--- src/rtl/death_anim_pkg.sv ---
// rtl/death_anim_pkg.sv - shared types and constants for the death animation sequencer
package death_anim_pkg;

  typedef enum logic [1:0] {
    IDLE = 2'd0,
    PLAY = 2'd1,
    DONE = 2'd2
  } state_t;

  localparam int COORD_W = 10;
  localparam int ADDR_W  = 19;
  localparam int COLOR_W = 24;

  localparam int DEF_SPRITE_W   = 32;
  localparam int DEF_SPRITE_H   = 32;
  localparam int DEF_NUM_FRAMES = 4;
  localparam int DEF_FRAME_HOLD = 6;

  // Word offset between consecutive frames stored back-to-back in frame RAM
  localparam int FRAME_BASE = DEF_SPRITE_W * DEF_SPRITE_H;

  localparam logic [COLOR_W-1:0] DEF_KEY_COLOR = 24'hfffed2;

  // Counter width for a count of n, never narrower than one bit
  function automatic int idx_width(input int n);
    return (n > 1) ? $clog2(n) : 1;
  endfunction

endpackage

--- src/rtl/death_anim_sequencer_if.sv ---
// rtl/death_anim_sequencer_if.sv - video/control bundle between sequencer and its environment
interface death_anim_sequencer_if
  import death_anim_pkg::*;
#(
  parameter int FIDX_W = idx_width(DEF_NUM_FRAMES)
);

  logic               vsync;
  logic               start;
  logic [COORD_W-1:0] DrawX;
  logic [COORD_W-1:0] DrawY;
  logic [COORD_W-1:0] SpriteX;
  logic [COORD_W-1:0] SpriteY;
  logic [COLOR_W-1:0] ram_data;
  logic [ADDR_W-1:0]  read_address;
  logic               sprite_on;
  logic               busy;
  logic               done;
  logic [FIDX_W-1:0]  frame_idx;

  modport master (
    output vsync, start, DrawX, DrawY, SpriteX, SpriteY, ram_data,
    input  read_address, sprite_on, busy, done, frame_idx
  );

  modport slave (
    input  vsync, start, DrawX, DrawY, SpriteX, SpriteY, ram_data,
    output read_address, sprite_on, busy, done, frame_idx
  );

endinterface

--- src/rtl/vsync_tick.sv ---
// rtl/vsync_tick.sv - one-cycle pulse on each falling edge of active-low vsync
module vsync_tick (
  input  logic clk,
  input  logic rst_n,
  input  logic vsync,
  output logic tick
);

  logic vsync_q;

  // Previous vsync level; cleared so a vsync already low at reset release never fires
  always_ff @(posedge clk or negedge rst_n) begin
    if (!rst_n) vsync_q <= 1'b0;
    else        vsync_q <= vsync;
  end

  assign tick = vsync_q & ~vsync;

endmodule

--- src/rtl/death_anim_sequencer.sv ---
// rtl/death_anim_sequencer.sv - death animation frame sequencer with frame-RAM address generation
module death_anim_sequencer
  import death_anim_pkg::*;
#(
  parameter int                 SPRITE_W   = DEF_SPRITE_W,
  parameter int                 SPRITE_H   = DEF_SPRITE_H,
  parameter int                 NUM_FRAMES = DEF_NUM_FRAMES,
  parameter int                 FRAME_HOLD = DEF_FRAME_HOLD,
  parameter logic [COLOR_W-1:0] KEY_COLOR  = DEF_KEY_COLOR
) (
  input logic                   Clk,
  input logic                   Reset_n,
  death_anim_sequencer_if.slave bus
);

  localparam int FIDX_W  = idx_width(NUM_FRAMES);
  localparam int HOLD_W  = idx_width(FRAME_HOLD);
  localparam int BOUND_W = COORD_W + 1;

  localparam logic [FIDX_W-1:0]  LAST_FRAME = FIDX_W'(NUM_FRAMES - 1);
  localparam logic [HOLD_W-1:0]  LAST_HOLD  = HOLD_W'(FRAME_HOLD - 1);
  localparam logic [ADDR_W-1:0]  FRAME_SIZE = ADDR_W'(SPRITE_W * SPRITE_H);
  localparam logic [ADDR_W-1:0]  ROW_PITCH  = ADDR_W'(SPRITE_W);
  localparam logic [BOUND_W-1:0] W_BOUND    = BOUND_W'(SPRITE_W);
  localparam logic [BOUND_W-1:0] H_BOUND    = BOUND_W'(SPRITE_H);

  state_t             state;
  logic [FIDX_W-1:0]  frame_q;
  logic [HOLD_W-1:0]  hold_cnt;
  logic [COORD_W-1:0] lat_x;
  logic [COORD_W-1:0] lat_y;
  logic               busy_q;
  logic               done_q;

  logic               tick;

  logic [COORD_W-1:0] rx;
  logic [COORD_W-1:0] ry;
  logic               in_box;
  logic               hit;
  logic [ADDR_W-1:0]  addr_next;

  logic [ADDR_W-1:0]  addr_q;
  logic               stage1_q;
  logic               stage2_q;

  vsync_tick u_vsync_tick (
    .clk   (Clk),
    .rst_n (Reset_n),
    .vsync (bus.vsync),
    .tick  (tick)
  );

  // Animation FSM: frame stepping on vsync ticks, busy/done kept as registered outputs
  always_ff @(posedge Clk or negedge Reset_n) begin
    if (!Reset_n) begin
      state    <= IDLE;
      frame_q  <= '0;
      hold_cnt <= '0;
      lat_x    <= '0;
      lat_y    <= '0;
      busy_q   <= 1'b0;
      done_q   <= 1'b0;
    end else begin
      case (state)
        IDLE: begin
          done_q <= 1'b0;
          // A tick landing on the start cycle is deliberately not counted
          if (bus.start) begin
            state    <= PLAY;
            frame_q  <= '0;
            hold_cnt <= '0;
            lat_x    <= bus.SpriteX;
            lat_y    <= bus.SpriteY;
            busy_q   <= 1'b1;
          end
        end
        PLAY: begin
          if (tick) begin
            if (hold_cnt == LAST_HOLD) begin
              hold_cnt <= '0;
              if (frame_q == LAST_FRAME) begin
                state  <= DONE;
                done_q <= 1'b1;
              end else begin
                frame_q <= frame_q + FIDX_W'(1);
              end
            end else begin
              hold_cnt <= hold_cnt + HOLD_W'(1);
            end
          end
        end
        DONE: begin
          // frame_q intentionally holds the final frame until the next start
          state  <= IDLE;
          done_q <= 1'b0;
          busy_q <= 1'b0;
        end
        default: begin
          state  <= IDLE;
          busy_q <= 1'b0;
          done_q <= 1'b0;
        end
      endcase
    end
  end

  // Sprite-relative coordinates; unsigned wrap is caught by the >= guards
  assign rx = bus.DrawX - lat_x;
  assign ry = bus.DrawY - lat_y;

  assign in_box = (bus.DrawX >= lat_x) && ({1'b0, rx} < W_BOUND) &&
                  (bus.DrawY >= lat_y) && ({1'b0, ry} < H_BOUND);

  assign hit = in_box && busy_q;

  assign addr_next = ADDR_W'(frame_q) * FRAME_SIZE
                   + ADDR_W'(ry) * ROW_PITCH
                   + ADDR_W'(rx);

  // Address register plus two-stage hit pipeline matching the frame RAM read latency
  always_ff @(posedge Clk or negedge Reset_n) begin
    if (!Reset_n) begin
      addr_q   <= '0;
      stage1_q <= 1'b0;
      stage2_q <= 1'b0;
    end else begin
      addr_q   <= hit ? addr_next : '0;
      stage1_q <= hit;
      stage2_q <= stage1_q;
    end
  end

  assign bus.read_address = addr_q;
  assign bus.sprite_on    = stage2_q && (bus.ram_data != KEY_COLOR);
  assign bus.busy         = busy_q;
  assign bus.done         = done_q;
  assign bus.frame_idx    = frame_q;

endmodule
--- src/flat_wrapper.sv ---
// flat-port wrapper written by rule: the top's interface ports become plain ports
module death_anim_sequencer_flat import death_anim_pkg::*;
#(
  parameter int                 SPRITE_W   = DEF_SPRITE_W,
  parameter int                 SPRITE_H   = DEF_SPRITE_H,
  parameter int                 NUM_FRAMES = DEF_NUM_FRAMES,
  parameter int                 FRAME_HOLD = DEF_FRAME_HOLD,
  parameter logic [COLOR_W-1:0] KEY_COLOR  = DEF_KEY_COLOR
)
  (Clk, Reset_n, bus_vsync, bus_start, bus_DrawX, bus_DrawY, bus_SpriteX, bus_SpriteY, bus_ram_data, bus_read_address, bus_sprite_on, bus_busy, bus_done, bus_frame_idx);
  death_anim_sequencer_if bus_i ();
  input logic Clk;
  input logic Reset_n;
  input wire logic [$bits(bus_i.vsync)-1:0] bus_vsync;
  input wire logic [$bits(bus_i.start)-1:0] bus_start;
  input wire logic [$bits(bus_i.DrawX)-1:0] bus_DrawX;
  input wire logic [$bits(bus_i.DrawY)-1:0] bus_DrawY;
  input wire logic [$bits(bus_i.SpriteX)-1:0] bus_SpriteX;
  input wire logic [$bits(bus_i.SpriteY)-1:0] bus_SpriteY;
  input wire logic [$bits(bus_i.ram_data)-1:0] bus_ram_data;
  output wire logic [$bits(bus_i.read_address)-1:0] bus_read_address;
  output wire logic [$bits(bus_i.sprite_on)-1:0] bus_sprite_on;
  output wire logic [$bits(bus_i.busy)-1:0] bus_busy;
  output wire logic [$bits(bus_i.done)-1:0] bus_done;
  output wire logic [$bits(bus_i.frame_idx)-1:0] bus_frame_idx;
  assign bus_i.vsync = bus_vsync;
  assign bus_i.start = bus_start;
  assign bus_i.DrawX = bus_DrawX;
  assign bus_i.DrawY = bus_DrawY;
  assign bus_i.SpriteX = bus_SpriteX;
  assign bus_i.SpriteY = bus_SpriteY;
  assign bus_i.ram_data = bus_ram_data;
  assign bus_read_address = bus_i.read_address;
  assign bus_sprite_on = bus_i.sprite_on;
  assign bus_busy = bus_i.busy;
  assign bus_done = bus_i.done;
  assign bus_frame_idx = bus_i.frame_idx;
  death_anim_sequencer #(.SPRITE_W(SPRITE_W), .SPRITE_H(SPRITE_H), .NUM_FRAMES(NUM_FRAMES), .FRAME_HOLD(FRAME_HOLD), .KEY_COLOR(KEY_COLOR)) u_core (.Clk(Clk), .Reset_n(Reset_n), .bus(bus_i));
endmodule
--- config.mk ---
export PLATFORM = sky130hd
export DESIGN_NAME = death_anim_sequencer_flat
export DESIGN_NICKNAME = d
export VERILOG_FILES = /design/src/rtl/death_anim_pkg.sv /design/src/rtl/death_anim_sequencer_if.sv /design/src/rtl/vsync_tick.sv /design/src/rtl/death_anim_sequencer.sv /design/src/flat_wrapper.sv
export SDC_FILE = /design/constraint.sdc
export NUM_CORES = 1
export LEC_CHECK = 0
export BUFFER_PORTS_ARGS = -buffer_cell sky130_fd_sc_hd__buf_2
export CORE_MARGIN = 2
export CORE_UTILIZATION = 55
export CTS_CLUSTER_SIZE = 14
export DETAILED_ROUTE_END_ITERATION = 10
export HOLD_SLACK_MARGIN = 0.15
export PLACE_DENSITY = 0.84
export SLEW_MARGIN = 20
export SYNTH_ARGS = -nofsm -noshare
export SYNTH_HDL_FRONTEND = slang
export SYNTH_SLANG_ARGS = --single-unit
--- constraint.sdc ---
create_clock -name Clk -period 8.2 [get_ports Clk]
set_input_delay 1.23 -clock Clk [delete_from_list [all_inputs] [get_ports Clk]]
set_output_delay 1.23 -clock Clk [all_outputs]
set_load 0.05 [all_outputs]
==> results of run 1 <==
==> layout make-up <==
type | instances | area share
clock inverter | 3 | 0.01187
inverter | 41 | 0.03843
clock buffer | 5 | 0.01718
tap | 75 | 0.02343
sequential | 49 | 0.3062
multi-input combinational | 265 | 0.4873
timing repair buffer | 91 | 0.1156
==> power groups by stage <==
stage | clock, uW | combinational [uW] | sequential, uW
after floorplan | 0 | 201 | 293
after global placement | 0 | 277 | 277
after detailed placement | 0 | 287 | 278
after CTS | 185 | 289 | 274
after global routing | 194 | 323 | 276
final | 180 | 290 | 273
==> registers in the layout, indices dropped and copies added (netlist names) <==
register                     cells
u_core.bus.busy                  1
u_core.bus.done                  1
u_core.bus.frame_idx             2
u_core.bus.read_address         17
u_core.hold_cnt                  3
u_core.lat_x                    10
u_core.lat_y                    10
u_core.stage1_q                  1
u_core.stage2_q                  1
u_core.state                     2
u_core.u_vsync_tick.vsync_q      1
==> layout by cell type (no fill, tap or decap), types with 5 or more instances in the layout <==
cell type / instances
buf_2: 88
dfrtp_1: 49
inv_1: 41
o21ai_0: 32
nand2_1: 30
ha_1: 28
a21oi_1: 26
nor2_1: 14
nor2b_1: 10
a21o_1: 9
nand2b_1: 8
nor4_2: 8
nand3_1: 7
xnor2_1: 7
xor2_1: 5
nand4_1: 5
nor4_1: 5
conb_1: 5
clkbuf_8: 5
==> metrics by stage <==
step,area [um^2],setup WS [ns]
final,4005,3.963
after global placement,3880,3.681
after floorplan,3420,4.028
after detailed placement,3880,3.612
after CTS,3996,3.964
after global routing,4005,3.642
==> per-layer routing <==
| metal | wire length (um) | part of all wire | vias up |
|---|---|---|---|
| met2 | 3582 | 0.48 | 104 |
| met1 | 3215 | 0.43 | 1377 |
| li1 | - | - | 1471 |
| met5 | 0 | 0 | - |
| met3 | 527 | 0.071 | 16 |
| met4 | 130 | 0.017 | 0 |
==> logic make-up (layout without fill, tap and decap cells) <==
family	Yosys count	count (layout)	share of synthesized area
xor+xnor	12	12	0.03087
compound gates	100	100	0.1896
simple gates	110	110	0.1985
flops	49	49	0.3602
fa+ha+maj	32	32	0.1264
mux	6	6	0.01911
other cells	1	5	0.001101
buf+inv	56	140	0.07424
==> worst max-delay path, cell delays in order <==
cell       delay [ns]
buf_2            0.09
inv_1            0.04
ha_1             0.16
inv_1            0.05
fa_1             0.39
nand3_1          0.18
a21oi_1          0.10
o311ai_1         0.46
inv_1            0.13
fa_1             0.47
nor2b_1          0.11
o21ai_0          0.13
a211o_1          0.32
nor3_1           0.17
mux2i_1          0.11
a2111oi_2        0.29
==> worst min-delay path by stage <==
stage,from,end,slack (ns),depth (start not counted)
global route,u_core.stage1_q,u_core.stage2_q,0.39,0
global placement,u_core.stage1_q,u_core.stage2_q,0.33,0
CTS,u_core.stage1_q,u_core.stage2_q,0.37,0
detailed placement,u_core.stage1_q,u_core.stage2_q,0.35,0
finish,u_core.stage1_q,u_core.stage2_q,0.37,0
floorplan,u_core.stage1_q,u_core.stage2_q,0.33,0
==> results.sh, run 1 <==
export IMPL_status="completed"
export IMPL_cts_buffer_depth=2
export IMPL_clock_skew_ns=0.008276
export IMPL_grt_max_degree=50
export IMPL_initial_core_util=0.5716
export IMPL_avgSynthCellArea_um2=9.302
export IMPL_grt_util_met1=0.2998
export IMPL_final_cell_count_no_fill=529
export IMPL_cts_tree="yes"
export IMPL_synth_commonest_cells="dfrtp_1 (49), inv_1 (41), o21ai_0 (32), nand2_1 (30), ha_1 (28)"
export IMPL_clkSlewWorstSetupHoldPaths_ns=0.10
export IMPL_synth_main_ff_cell="dfrtp_1"
export IMPL_synth_seq_cells=49
export IMPL_use_met3=0.04348
export IMPL_synthCells=366
export IMPL_seq_power_share=0.368
export IMPL_track_usage=0.2304
export IMPL_hold_ws_ns=0.3666
export IMPL_rsz0062_at_grt="no"
export IMPL_netlist_area_leader_share=0.3602
export IMPL_area_growth_pct=17.64
export IMPL_crit_path_end="u_core.bus.read_address[13]"
export IMPL_portBuffers=89
export IMPL_setup_tns_final_ns=0
export IMPL_drc_errors=0
export IMPL_final_util=0.6725
export IMPL_num_vias=2968
export IMPL_fp_row_count=28
export IMPL_grt_pass1_vias=2748
export IMPL_cts_buffers=5
export IMPL_antenna_cells=0
export IMPL_p_sw_uw=275.5
export IMPL_clockPowerShare=0.243
export IMPL_arrival_ns=4.43
export IMPL_drv_cap=0
export IMPL_maxSlewHeadroom=0.4301
export IMPL_cts_root_buffer="clkbuf_8"
export IMPL_fill_cells=517
export IMPL_synth_seq_area_share=0.3602
export IMPL_avgViaCountPerCell=5.611
export IMPL_synth_cell_types=60
export IMPL_ff2ff_path_depth=14
export IMPL_drtIter0Drc=160
export IMPL_synth_area_top_cells="dfrtp_1 (36%), ha_1 (10%), o21ai_0 (4.7%), inv_1 (4.5%), a21oi_1 (3.8%)"
export IMPL_synth_area_mm2=0.003405
export IMPL_ios=92
export IMPL_cp_start_kind="input pin"
export IMPL_power_total_uw=743.3
export IMPL_setup_violations=0
export IMPL_hold_viol=0
export IMPL_regArea_mm2=0.001226
export IMPL_crit_path_end_kind="register"
export IMPL_r2r_end="u_core.bus.read_address[13]"
export IMPL_die_x_um=82.68
export IMPL_dp_hpwl_um=5945
export IMPL_finalWeightedCongestion=0.9289
export IMPL_async_flop_share=1.000
export IMPL_crit_fanout=5
export IMPL_nNetsFinal=553
export IMPL_drtAntennaViolNets=0
export IMPL_yosysWarnings=0
export IMPL_cts_resized=0
export IMPL_cellLeakagePower_uw=0.001983
export IMPL_antenna_found_initial=0
export IMPL_post_place_cells=521
export IMPL_drt_first_pass_iters=4
export IMPL_rrSetupSlack_ns=4.65
export IMPL_post_cts_buffers=0
export IMPL_fin_crit_sh=0.5168
export IMPL_cts_hold_fix_buffers=0
export IMPL_clock_sinks=49
export IMPL_yosys_area_top_type="dfrtp_1"
export IMPL_p_int_uw=467.8
export IMPL_slew_violations=0
export IMPL_reg2reg_from="u_core.lat_x[0]"
export IMPL_tightest_slew_ns=0.8441
export IMPL_period_minus_slack_ns=4.237
export IMPL_grt_util_met2=0.3887
export IMPL_startpoint="bus_DrawX[0]"
export IMPL_max_freq_mhz=236.0
export IMPL_grt_pass1_wl_um=12100
export IMPL_clk_latency_ns=0.30
export IMPL_drt_wl_total_um=7456
export IMPL_hold_path_class="reg -> reg"
export IMPL_busiest_layer="met2"
export IMPL_combinationalPowerShare=0.390
export IMPL_worstSetupPathType="in -> reg"
export IMPL_multi_input_area_mm2=0.001952
export IMPL_switching_share=0.3706
export IMPL_overflow=0
export IMPL_power_density_mw_per_mm2=185.6
export IMPL_coreArea_mm2=0.005956
export IMPL_dieArea_mm2=0.006835
export IMPL_ir_drop_v=0.0001220
export IMPL_die_h_um=82.68
export IMPL_drive_above_1_share=0.2665
export IMPL_yosysMostFrequentCell="dfrtp_1"
export IMPL_drt_wirelength_per_cell_um=14.09
export IMPL_synth_edff_count=0
export IMPL_htree_num_levels=2
export IMPL_critPathRequiredTime_ns=8.39
No activity file was read; power rests on OpenSTA's default activity.
==> run 2: changes to the inputs <==
- CORE_UTILIZATION: 55 -> 53
- PLACE_DENSITY: 0.84 -> 0.81
- clock period: 8.2 -> 4.4 ns (I/O delays scaled with it)
==> run 2 against run 1 <==
Net effect: register-to-register slack got worse by 3.9 ns; non-clock buffer count increased by 2; power increased by 94%; clock power increased by 120%; clock skew increased by 0.0059 ns; die area increased by 3.6%; largest power group unchanged.
==> results.sh, run 2 (synthesis results as in run 1) <==
export IMPL_slew_violations=0
export IMPL_cts_hold_fix_buffers=0
export IMPL_finalWeightedCongestion=0.9131
export IMPL_cts_buffers=5
export IMPL_layout_commonest_cell="buf_2"
export IMPL_place_ws_ns=0.3585
export IMPL_max_freq_mhz=267.1
export IMPL_crit_fanout=5
export IMPL_ff2ff_path_depth=14
export IMPL_coreArea_mm2=0.006277
export IMPL_clk_latency_ns=0.31
export IMPL_drt_first_pass_iters=4
export IMPL_area_growth_pct=18.60
export IMPL_portBuffers=89
export IMPL_switching_share=0.3566
export IMPL_cts_buffer_depth=2
export IMPL_grt_max_degree=50
export IMPL_final_cell_mix="buf_2 (88), dfrtp_1 (49), inv_1 (41), o21ai_0 (32), nand2_1 (30)"
export IMPL_tightest_slew_ns=0.8396
export IMPL_hold_viol=0
export IMPL_cts_root_buffer="clkbuf_8"
export IMPL_clock_sinks=49
export IMPL_die_h_um=84.15
export IMPL_dp_hpwl_um=5751
export IMPL_nNetsFinal=555
export IMPL_hold_path_class="in -> async"
export IMPL_p_int_uw=930.1
export IMPL_clock_skew_ns=0.01415
export IMPL_worstSetupPathType="in -> reg"
export IMPL_setup_tns_final_ns=0
export IMPL_drtIter0Drc=116
export IMPL_fill_cells=530
export IMPL_num_vias=2967
export IMPL_dieArea_mm2=0.007080
export IMPL_ir_drop_v=0.0002454
export IMPL_htree_num_levels=2
export IMPL_drt_wirelength_per_cell_um=13.91
export IMPL_post_cts_buffers=0
export IMPL_clkSlewWorstSetupHoldPaths_ns=0.11
export IMPL_cp_start_kind="input pin"
export IMPL_maxSlewHeadroom=0.4373
export IMPL_final_util=0.6432
export IMPL_cts_tree="yes"
export IMPL_crit_path_end_kind="register"
export IMPL_ios=92
export IMPL_drv_cap=0
export IMPL_period_minus_slack_ns=3.744
export IMPL_fin_crit_sh=0.8509
export IMPL_arrival_ns=3.94
export IMPL_status="completed"
export IMPL_antenna_found_initial=0
export IMPL_avgViaCountPerCell=5.567
export IMPL_antenna_cells=0
export IMPL_drc_errors=0
export IMPL_grt_pass1_wl_um=12570
export IMPL_seq_power_share=0.353
export IMPL_die_x_um=84.15
export IMPL_setup_violations=0
export IMPL_track_usage=0.2147
export IMPL_cts_resized=0
export IMPL_p_sw_uw=515.4
export IMPL_fp_row_count=29
export IMPL_clockPowerShare=0.273
export IMPL_drt_wl_total_um=7412
export IMPL_largest_reg_flops=17
export IMPL_rsz0062_at_grt="no"
export IMPL_drtAntennaViolNets=0
export IMPL_drive_above_1_share=0.2697
export IMPL_initial_core_util=0.5424
export IMPL_hold_ws_ns=0.3509
export IMPL_worst_slack_ns=0.6560
export IMPL_cellLeakagePower_uw=0.002002
export IMPL_power_density_mw_per_mm2=358.0
export IMPL_combinationalPowerShare=0.375
export IMPL_critPathRequiredTime_ns=4.60
export IMPL_grt_pass1_vias=2803
export IMPL_overflow=0
## run 2: cell count changes in the layout (fill, tap and decap cells not counted)
cell	delta
inv_6	-1
buf_4	+2
nor3b_4	-1
nor3b_2	+1
bufinv_16	+1
## run 2: layer usage
layer,vias to the layer above,part of all wire,track usage
met5,-,0,0
met4,0,0.014,0.06012
met3,9,0.062,0.03835
met2,94,0.49,0.3564
met1,1383,0.44,0.2909
li1,1481,-,-
## run 2: layout make-up
| type | instances | area, um^2 | area share |
|---|---|---|---|
| clock buffer | 5 | 68.82 | 0.01704 |
| clock inverter | 3 | 68.82 | 0.01704 |
| inverter | 41 | 153.9 | 0.03812 |
| multi-input combinational | 265 | 1946 | 0.4819 |
| sequential | 49 | 1226 | 0.3037 |
| tap | 77 | 96.34 | 0.02386 |
| timing repair buffer | 93 | 478.0 | 0.1184 |
## run 2: through the flow
stage               area [um^2]  std cells  power (uW)
floorplan                  3420        370       920.4
global placement           3897        525        1033
detailed placement         3897        525        1054
CTS                        4035        533        1451
global route               4038        533        1531
finish                     4038        533        1446
## run 2: critical path, stage by stage
cell       delay (ns)
buf_2            0.09
inv_1            0.05
ha_1             0.15
inv_1            0.06
fa_1             0.39
nand3_1          0.19
a21oi_1          0.10
o311ai_1         0.46
inv_1            0.13
fa_1             0.47
nor2b_1          0.12
o21ai_0          0.13
a211o_1          0.32
nor3_1           0.18
mux2i_1          0.11
a2111oi_2        0.32
## run 2: power by group through the flow
| stage | clock [uW] | sequential, uW | combinational [uW] |
|---|---|---|---|
| 5_1_grt | 415 | 514 | 602 |
| 3_3_place_gp | 0 | 516 | 516 |
| 2_1_floorplan | 0 | 545 | 375 |
| 6_report | 394 | 510 | 542 |
| 4_1_cts | 400 | 509 | 542 |
| 3_5_place_dp | 0 | 518 | 536 |
## run 2: worst paths after layout
check | to | slack [ns] | start
min in group Clk | u_core.stage2_q | 0.38 | u_core.stage1_q
setup reg to reg | u_core.bus.read_address[13] | 0.79 | u_core.lat_x[0]
hold / removal | u_core.bus.read_address[12] | 0.35 | Reset_n
hold reg to reg | u_core.stage2_q | 0.38 | u_core.stage1_q
max in group asynchronous | u_core.lat_x[5] | 3.64 | Reset_n
setup / recovery | u_core.bus.read_address[13] | 0.66 | bus_DrawX[0]
